## src/rtl/sdio_host_cmd_phy_pkg.sv

```systemverilog
// Shared definitions for the SDIO host CMD-line PHY: frame geometry,
// response type encodings and FSM state encoding.
// Optional feature macro: SDIO_HOST_NCC_EN (adds the post-response NCC gap state).
package sdio_host_cmd_phy_pkg;

  typedef enum logic [1:0] {
    SDIO_H_RSP_NONE        = 2'd0,
    SDIO_H_RSP_SHORT       = 2'd1,
    SDIO_H_RSP_LONG        = 2'd2,
    SDIO_H_RSP_SHORT_NOCRC = 2'd3
  } sdio_h_rsp_e;

  typedef enum logic [3:0] {
    ST_IDLE,
    ST_TX_FRAME,
    ST_TX_CRC,
    ST_TX_END,
    ST_RX_WAIT,
    ST_RX_DATA,
    ST_RX_END,
    ST_DONE
`ifdef SDIO_HOST_NCC_EN
    , ST_NCC_GAP
`endif
  } sdio_h_state_e;

  localparam int SDIO_H_RSPS_TIMEOUT = 64;
  localparam int SDIO_H_NCC_CYCLES   = 8;

  // Command payload = start, direction, 6-bit index, 32-bit argument.
  localparam int          SDIO_H_TX_BITS   = 40;
  localparam logic [1:0]  SDIO_H_TX_PREFIX = 2'b01;
  // Longest response minus its end bit (start bit included).
  localparam int          SDIO_H_RX_BITS   = 135;

  // Bit counter terminal values (count of bits already handled in the cycle).
  localparam logic [7:0] SDIO_H_TX_LAST_CNT       = 8'd39;
  localparam logic [7:0] SDIO_H_CRC_LAST_CNT      = 8'd6;
  localparam logic [7:0] SDIO_H_SHORT_LAST_CNT    = 8'd46;
  localparam logic [7:0] SDIO_H_LONG_LAST_CNT     = 8'd134;
  localparam logic [7:0] SDIO_H_SHORT_CRC_END_CNT = 8'd39;
  localparam logic [7:0] SDIO_H_LONG_CRC_BEG_CNT  = 8'd8;
  localparam logic [7:0] SDIO_H_LONG_CRC_END_CNT  = 8'd127;

  // True when the response bit arriving after 'cnt' earlier bits is CRC-covered.
  // Short: bits [47:8]; long: bits [127:8] (start/dir/reserved excluded).
  function automatic logic sdio_h_rx_feeds_crc(input sdio_h_rsp_e rsp, input logic [7:0] cnt);
    if (rsp == SDIO_H_RSP_LONG)
      return (cnt >= SDIO_H_LONG_CRC_BEG_CNT) && (cnt <= SDIO_H_LONG_CRC_END_CNT);
    else
      return cnt <= SDIO_H_SHORT_CRC_END_CNT;
  endfunction

endpackage

```

## src/rtl/sdio_host_cmd_phy_crc7.sv

```systemverilog
// Serial CRC7 (x^7 + x^3 + 1), MSB-first. Shared by command generation and
// response checking; clr has priority over hold.
module sdio_host_cmd_phy_crc7 (
  input  logic       clk,
  input  logic       rst,
  input  logic       clr,
  input  logic       hold,
  input  logic       bit_in,
  output logic [6:0] crc
);

  logic fb;
  assign fb = bit_in ^ crc[6];

  // LFSR update, one data bit per enabled cycle
  always_ff @(posedge clk or posedge rst) begin
    if (rst)
      crc <= 7'd0;
    else if (clr)
      crc <= 7'd0;
    else if (!hold)
      crc <= {crc[5:3], crc[2] ^ fb, crc[1:0], fb};
  end

endmodule

```

## src/rtl/sdio_host_cmd_phy.sv

```systemverilog
// Host-side SD/SDIO CMD-line PHY: sends a 48-bit command with CRC7, then
// waits for and captures a 48/136-bit response with timeout and CRC check.
// Optional feature macro: SDIO_HOST_NCC_EN (enforce NCC_CYCLES idle gap after a response).
//
// state       | meaning
// ST_IDLE     | ready, waiting for cmd_stb
// ST_TX_FRAME | driving start/dir/index/argument (40 bits)
// ST_TX_CRC   | driving 7 CRC bits
// ST_TX_END   | driving end bit
// ST_RX_WAIT  | line released, looking for response start bit
// ST_RX_DATA  | shifting in response bits
// ST_RX_END   | sampling end bit, latching result
// ST_DONE     | done_stb cycle
// ST_NCC_GAP  | post-response idle gap (SDIO_HOST_NCC_EN only)
module sdio_host_cmd_phy
  import sdio_host_cmd_phy_pkg::*;
#(
  parameter int RSPS_TIMEOUT = SDIO_H_RSPS_TIMEOUT
`ifdef SDIO_HOST_NCC_EN
  , parameter int NCC_CYCLES = SDIO_H_NCC_CYCLES
`endif
) (
  input  logic         sdio_clk,
  input  logic         rst,
  input  logic         cmd_stb,
  input  logic [5:0]   cmd,
  input  logic [31:0]  cmd_arg,
  input  logic [1:0]   rsps_type,
  output logic         cmd_phy_idle,
  output logic         done_stb,
  output logic         crc_err,
  output logic         timeout_err,
  output logic [5:0]   rsps_idx,
  output logic [127:0] rsps,
  output logic         sdio_cmd_dir,
  output logic         sdio_cmd_out,
  input  logic         sdio_cmd_in
);

  localparam int            TW      = $clog2(RSPS_TIMEOUT + 1);
  localparam logic [TW-1:0] TO_LAST = TW'(RSPS_TIMEOUT - 1);

  sdio_h_state_e             state, state_nx;
  sdio_h_rsp_e               type_q;
  logic [SDIO_H_TX_BITS-1:0] tx_sh;
  logic [SDIO_H_RX_BITS-1:0] rx_sh;
  logic [7:0]                bit_cnt;
  logic [TW-1:0]             to_cnt;
  logic                      crc_clr, crc_hold, crc_bit;
  logic [6:0]                crc;

  sdio_host_cmd_phy_crc7 u_crc7 (
    .clk    (sdio_clk),
    .rst    (rst),
    .clr    (crc_clr),
    .hold   (crc_hold),
    .bit_in (crc_bit),
    .crc    (crc)
  );

`ifdef SDIO_HOST_NCC_EN
  localparam int            GW       = $clog2(NCC_CYCLES + 1);
  localparam logic [GW-1:0] GAP_LAST = GW'(NCC_CYCLES - 1);
  logic [GW-1:0] gap_cnt;

  // Count cycles spent in the post-response gap
  always_ff @(posedge sdio_clk or posedge rst) begin
    if (rst)
      gap_cnt <= '0;
    else if (state == ST_NCC_GAP)
      gap_cnt <= gap_cnt + 1'b1;
    else
      gap_cnt <= '0;
  end
`endif

  // State register
  always_ff @(posedge sdio_clk or posedge rst) begin
    if (rst)
      state <= ST_IDLE;
    else
      state <= state_nx;
  end

  // Next state, pad drive, CRC control and handshake outputs
  always_comb begin
    state_nx     = state;
    cmd_phy_idle = 1'b0;
    done_stb     = 1'b0;
    sdio_cmd_dir = 1'b0;
    sdio_cmd_out = 1'b1;
    crc_clr      = 1'b0;
    crc_hold     = 1'b1;
    crc_bit      = 1'b0;
    case (state)
      ST_IDLE: begin
        cmd_phy_idle = 1'b1;
        crc_clr      = 1'b1;
        if (cmd_stb) state_nx = ST_TX_FRAME;
      end
      ST_TX_FRAME: begin
        sdio_cmd_dir = 1'b1;
        sdio_cmd_out = tx_sh[SDIO_H_TX_BITS-1];
        crc_hold     = 1'b0;
        crc_bit      = tx_sh[SDIO_H_TX_BITS-1];
        if (bit_cnt == SDIO_H_TX_LAST_CNT) state_nx = ST_TX_CRC;
      end
      ST_TX_CRC: begin
        sdio_cmd_dir = 1'b1;
        sdio_cmd_out = crc[3'd6 - bit_cnt[2:0]];
        if (bit_cnt == SDIO_H_CRC_LAST_CNT) state_nx = ST_TX_END;
      end
      ST_TX_END: begin
        sdio_cmd_dir = 1'b1;
        sdio_cmd_out = 1'b1;
        crc_clr      = 1'b1;
        state_nx     = ST_RX_WAIT;
      end
      ST_RX_WAIT: begin
        crc_bit = sdio_cmd_in;
        if (type_q == SDIO_H_RSP_NONE)
          state_nx = ST_DONE;
        else if (!sdio_cmd_in) begin
          // Start bit is CRC-covered only in short responses.
          crc_hold = (type_q == SDIO_H_RSP_LONG);
          state_nx = ST_RX_DATA;
        end else if (to_cnt == TO_LAST)
          state_nx = ST_DONE;
      end
      ST_RX_DATA: begin
        crc_bit  = sdio_cmd_in;
        crc_hold = !sdio_h_rx_feeds_crc(type_q, bit_cnt);
        if (type_q == SDIO_H_RSP_LONG) begin
          if (bit_cnt == SDIO_H_LONG_LAST_CNT) state_nx = ST_RX_END;
        end else begin
          if (bit_cnt == SDIO_H_SHORT_LAST_CNT) state_nx = ST_RX_END;
        end
      end
      ST_RX_END: state_nx = ST_DONE;
      ST_DONE: begin
        done_stb = 1'b1;
`ifdef SDIO_HOST_NCC_EN
        state_nx = ST_NCC_GAP;
`else
        state_nx = ST_IDLE;
`endif
      end
`ifdef SDIO_HOST_NCC_EN
      ST_NCC_GAP: if (gap_cnt == GAP_LAST) state_nx = ST_IDLE;
`endif
      default: state_nx = ST_IDLE;
    endcase
  end

  // Shift registers, counters and latched response/status
  always_ff @(posedge sdio_clk or posedge rst) begin
    if (rst) begin
      tx_sh       <= '0;
      rx_sh       <= '0;
      type_q      <= SDIO_H_RSP_NONE;
      bit_cnt     <= 8'd0;
      to_cnt      <= '0;
      crc_err     <= 1'b0;
      timeout_err <= 1'b0;
      rsps_idx    <= 6'd0;
      rsps        <= 128'd0;
    end else begin
      case (state)
        ST_IDLE: begin
          if (cmd_stb) begin
            tx_sh   <= {SDIO_H_TX_PREFIX, cmd, cmd_arg};
            type_q  <= sdio_h_rsp_e'(rsps_type);
            bit_cnt <= 8'd0;
          end
        end
        ST_TX_FRAME: begin
          tx_sh   <= {tx_sh[SDIO_H_TX_BITS-2:0], 1'b0};
          bit_cnt <= (bit_cnt == SDIO_H_TX_LAST_CNT) ? 8'd0 : bit_cnt + 8'd1;
        end
        ST_TX_CRC: bit_cnt <= bit_cnt + 8'd1;
        ST_TX_END: begin
          bit_cnt <= 8'd0;
          to_cnt  <= '0;
        end
        ST_RX_WAIT: begin
          to_cnt <= to_cnt + 1'b1;
          if (type_q == SDIO_H_RSP_NONE) begin
            crc_err     <= 1'b0;
            timeout_err <= 1'b0;
          end else if (!sdio_cmd_in) begin
            rx_sh   <= {rx_sh[SDIO_H_RX_BITS-2:0], 1'b0};
            bit_cnt <= 8'd1;
          end else if (to_cnt == TO_LAST) begin
            crc_err     <= 1'b0;
            timeout_err <= 1'b1;
          end
        end
        ST_RX_DATA: begin
          rx_sh   <= {rx_sh[SDIO_H_RX_BITS-2:0], sdio_cmd_in};
          bit_cnt <= bit_cnt + 8'd1;
        end
        ST_RX_END: begin
          // rx_sh[k-1] holds response bit k; rx_sh[6:0] is the received CRC.
          crc_err     <= ((type_q != SDIO_H_RSP_SHORT_NOCRC) && (crc != rx_sh[6:0])) || !sdio_cmd_in;
          timeout_err <= 1'b0;
          if (type_q == SDIO_H_RSP_LONG) begin
            rsps_idx <= rx_sh[132:127];
            rsps     <= {rx_sh[126:0], 1'b0};
          end else begin
            rsps_idx <= rx_sh[44:39];
            rsps     <= {96'd0, rx_sh[38:7]};
          end
        end
        default: ;
      endcase
    end
  end

endmodule

```

## config.mk

```make
export PLATFORM = sky130hd
export DESIGN_NAME = sdio_host_cmd_phy
export DESIGN_NICKNAME = d
export VERILOG_FILES = /design/src/rtl/sdio_host_cmd_phy_pkg.sv /design/src/rtl/sdio_host_cmd_phy_crc7.sv /design/src/rtl/sdio_host_cmd_phy.sv
export SDC_FILE = /design/constraint.sdc
export NUM_CORES = 1
export LEC_CHECK = 0
export ABC_AREA = 1
export CORE_ASPECT_RATIO = 1.25
export CORE_MARGIN = 10
export CORE_UTILIZATION = 35
export CTS_BUF_LIST = sky130_fd_sc_hd__clkbuf_4 sky130_fd_sc_hd__clkbuf_8
export CTS_CLUSTER_SIZE = 14
export DETAILED_ROUTE_END_ITERATION = 8
export GPL_TIMING_DRIVEN = 1
export SETUP_SLACK_MARGIN = 0.1
export SYNTH_ARGS = -nofsm -noshare
export SYNTH_HDL_FRONTEND = slang
export SYNTH_SLANG_ARGS = --single-unit
```

## constraint.sdc

```tcl
create_clock -name sdio_clk -period 37.3 [get_ports sdio_clk]
set_clock_uncertainty 0.05 [all_clocks]
set_input_delay 9.325 -clock sdio_clk [delete_from_list [all_inputs] [get_ports sdio_clk]]
set_output_delay 9.325 -clock sdio_clk [all_outputs]
set_load 0.02 [all_outputs]
```

==> flow_summary.json <==
{
  "status": "completed",
  "critPathBufInv": 2,
  "synth_top_family_by_area": "simple AND/OR/NAND/NOR gates",
  "cts_hold_buf": 0,
  "path_delay_family": "buffers and inverters",
  "internal_power_w": 0.000888,
  "layout-drive-gt1-share": 0.0947,
  "netlist_instances": 1515,
  "synth.avg_cell_area_um2": 9.30,
  "hold_viol": 0,
  "clock-sinks": 336,
  "fill_cells": 3863,
  "setup_viol": 0,
  "coreArea_mm2": 0.0399,
  "vias": 10700,
  "viasPerCell": 4.83,
  "pwr-share-comb": 0.365,
  "power.share.sequential": 0.403,
  "fp-row-count": 82,
  "area_growth_syn_to_layout_pct": 22.6,
  "start_kind": "flip-flop",
  "slew_viol_final": 0,
  "netlist-cell-type-count": 37,
  "grt_pass1_vias": 10900,
  "place_congestion": 0.795,
  "post_drt_wl_per_cell_um": 16.1,
  "synth_edf_count": 0,
  "crit_fanout": 9,
  "grt.total_usage": 0.148,
  "synthMuxAreaShare": 0.00160,
  "wl_um": 35700,
  "drv_cap": 0,
  "final_cell_mix": "dfrtp_1 (336), nand2_1 (326), nor2_1 (204)",
  "r2r_cells": 6,
  "final_antenna_net_count": 0,
  "clockPowerShare": 0.232,
  "drt_first_pass_iters": 5,
  "syn-num-nets": 1563,
  "yosys_warnings": 0,
  "worstReg2RegStart": "state[0]",
  "path_clk_slew_ps": 60,
  "antenna_found_initial": 1,
  "cts.path.max_buffers": 3,
  "numCtsBuffers": 54,
  "cts_resized": 0,
  "end_kind": "output pin",
  "crit_start": "bit_cnt[0]",
  "crit_chain": "clkinv_1 > ha_1 > o21ai_0 > o211ai_1 > o211ai_1 > nand2_1 > clkdlybuf4s50_1",
  "crit_arrival_ps": 2800,
  "die_h_um": 244,
  "post-cts-setup-buffers": 0,
  "swShare": 0.398,
  "dp_hpwl_um": 22200,
  "rsz0062_at_grt": "false",
  "start_util": 0.353,
  "period_minus_slack_ps": 12180,
  "die_area_mm2": 0.0487,
  "port_buffers": 183,
  "whs_path_depth": 2,
  "drc": 0,
  "synth_xor_area_frac": 0.00497,
  "cp.depth": 7,
  "fmax_ghz": 0.0821,
  "layout.nets": 1720,
  "finalSetupTns_ps": 0,
  "synth_fa_ha_area_frac": 0.00355,
  "critPathKind": "flip-flop to output pin",
  "cts_tree": "yes",
  "drt_iter0_drc": 802,
  "min_from": "rsps[118]",
  "grt_max_degree": 159,
  "whs_ps": 432,
  "synthSimpleGateAreaFrac": 0.180,
  "final_util": 0.433,
  "async_flop_share": 1.00,
  "worstPathRequired_ps": 27920,
  "synth_ff_type": "dfrtp_1",
  "hp-class": "flip-flop to flip-flop",
  "fin_crit_sh": 0.326,
  "synth_area_mm2": 0.0141,
  "cts.htree.levels": 2,
  "slowest_stage": "clkdlybuf4s50_1",
  "ys_seq_elements": 336,
  "tightest_slew_ps": 1030,
  "max_slew_margin": 0.313,
  "grt_pass1_wl_um": 59100,
  "max_stage_delay_ps": 620,
  "p_per_area_mw_per_mm2": 85.4,
  "ys_seq_area_frac": 0.597,
  "p_sw_w": 0.000587,
  "fp.dieW_um": 199,
  "cts_root_buffer": "clkbuf_8",
  "synth_compound_area_frac": 0.145,
  "ios": 184,
  "cpMostUsedCell": "o211ai_1",
  "clk_latency_ps": 600,
  "p_leak_nw": 8.00,
  "globalRoute.totalOverflow": 0,
  "final_common_cell": "dfrtp_1",
  "ir_drop_mv": 0.0621
}
-- registers in the layout, indices dropped and copies added, names as in the netlist --
register,count
rsps_idx,6
to_cnt,7
crc_err,1
tx_sh,40
bit_cnt,8
type_q,2
state,3
u_crc7.crc,7
timeout_err,1
rsps,128
rx_sh,133
-- layout make-up --
class / instances / area (um^2) / share of cell area
clock inverter: 15 / 164 / 0.00949
multi-input combinational: 976 / 4730 / 0.274
antenna: 1 / 2.50 / 0.000145
timing repair buffer: 192 / 1900 / 0.110
sequential: 336 / 8410 / 0.487
inverter: 112 / 435 / 0.0252
tap: 504 / 631 / 0.0365
clock buffer: 79 / 1010 / 0.0582
-- stage by stage --
step                power (W)  instances  area, um^2  setup WS (ps)
finish                0.00148       2215       17300          25120
global route          0.00159       2215       17300          24880
global placement      0.00113       2120       16100          25040
CTS                   0.00150       2214       17300          25050
floorplan            0.000989       1515       14100          18620
detailed placement    0.00115       2120       16100          24980
-- power groups by stage --
stage               registers (W)  logic [W]  clock network (W)
floorplan                0.000610   0.000379                  0
global placement         0.000598   0.000534                  0
detailed placement       0.000600   0.000547                  0
CTS                      0.000596   0.000549           0.000353
global route             0.000613   0.000613           0.000369
finish                   0.000595   0.000538           0.000342
-- synth_stat cells (5+ instances only) --
cell type,instances,area share
dfrtp_1,336,0.60
nand2_1,327,0.087
nor2_1,204,0.054
o21ai_0,148,0.053
inv_1,104,0.028
nand3_1,67,0.024
o31ai_1,56,0.030
o22ai_1,38,0.017
a21oi_2,36,0.022
clkbuf_1,35,0.0093
a21oi_1,32,0.011
buf_2,22,0.0078
o21ai_1,21,0.0075
buf_4,19,0.010
buf_6,14,0.011
nand4_1,8,0.0036
inv_2,6,0.0016
xnor2_1,5,0.0031
-- logic make-up after synthesis --
| family | after synthesis |
|---|---|
| AO/OA/AOI/OAI | 338 |
| XOR/XNOR | 8 |
| adder cells (fa/ha/maj) | 4 |
| buffers and inverters | 203 |
| flip-flops | 336 |
| multiplexers | 2 |
| AND/OR/NAND/NOR | 624 |
-- worst min-delay path, delay by kind of cell (launching register included) --
kind          cells  cell delay, ps
flops             1             340
simple gates      2             100
-- worst paths after layout --
path                                endpoint  slack (ps)
worst max-delay path            sdio_cmd_out       25120
worst min-delay path               rsps[118]         430
worst max register to register    rx_sh[132]       34140
worst min register to register     rsps[118]         430
max in group asynchronous          rx_sh[52]       26400
min in group asynchronous         rx_sh[100]        9220
-- layer usage --
layer | vias to the layer above | part of all wire | global-route usage
met3 | 54 | 0.051 | 0.0331
li1 | 5278 | - | -
met4 | 0 | 0.023 | 0.0484
met1 | 5185 | 0.43 | 0.185
met2 | 192 | 0.49 | 0.246
met5 | - | 0 | 0
Power figures use the tool's default switching activity.
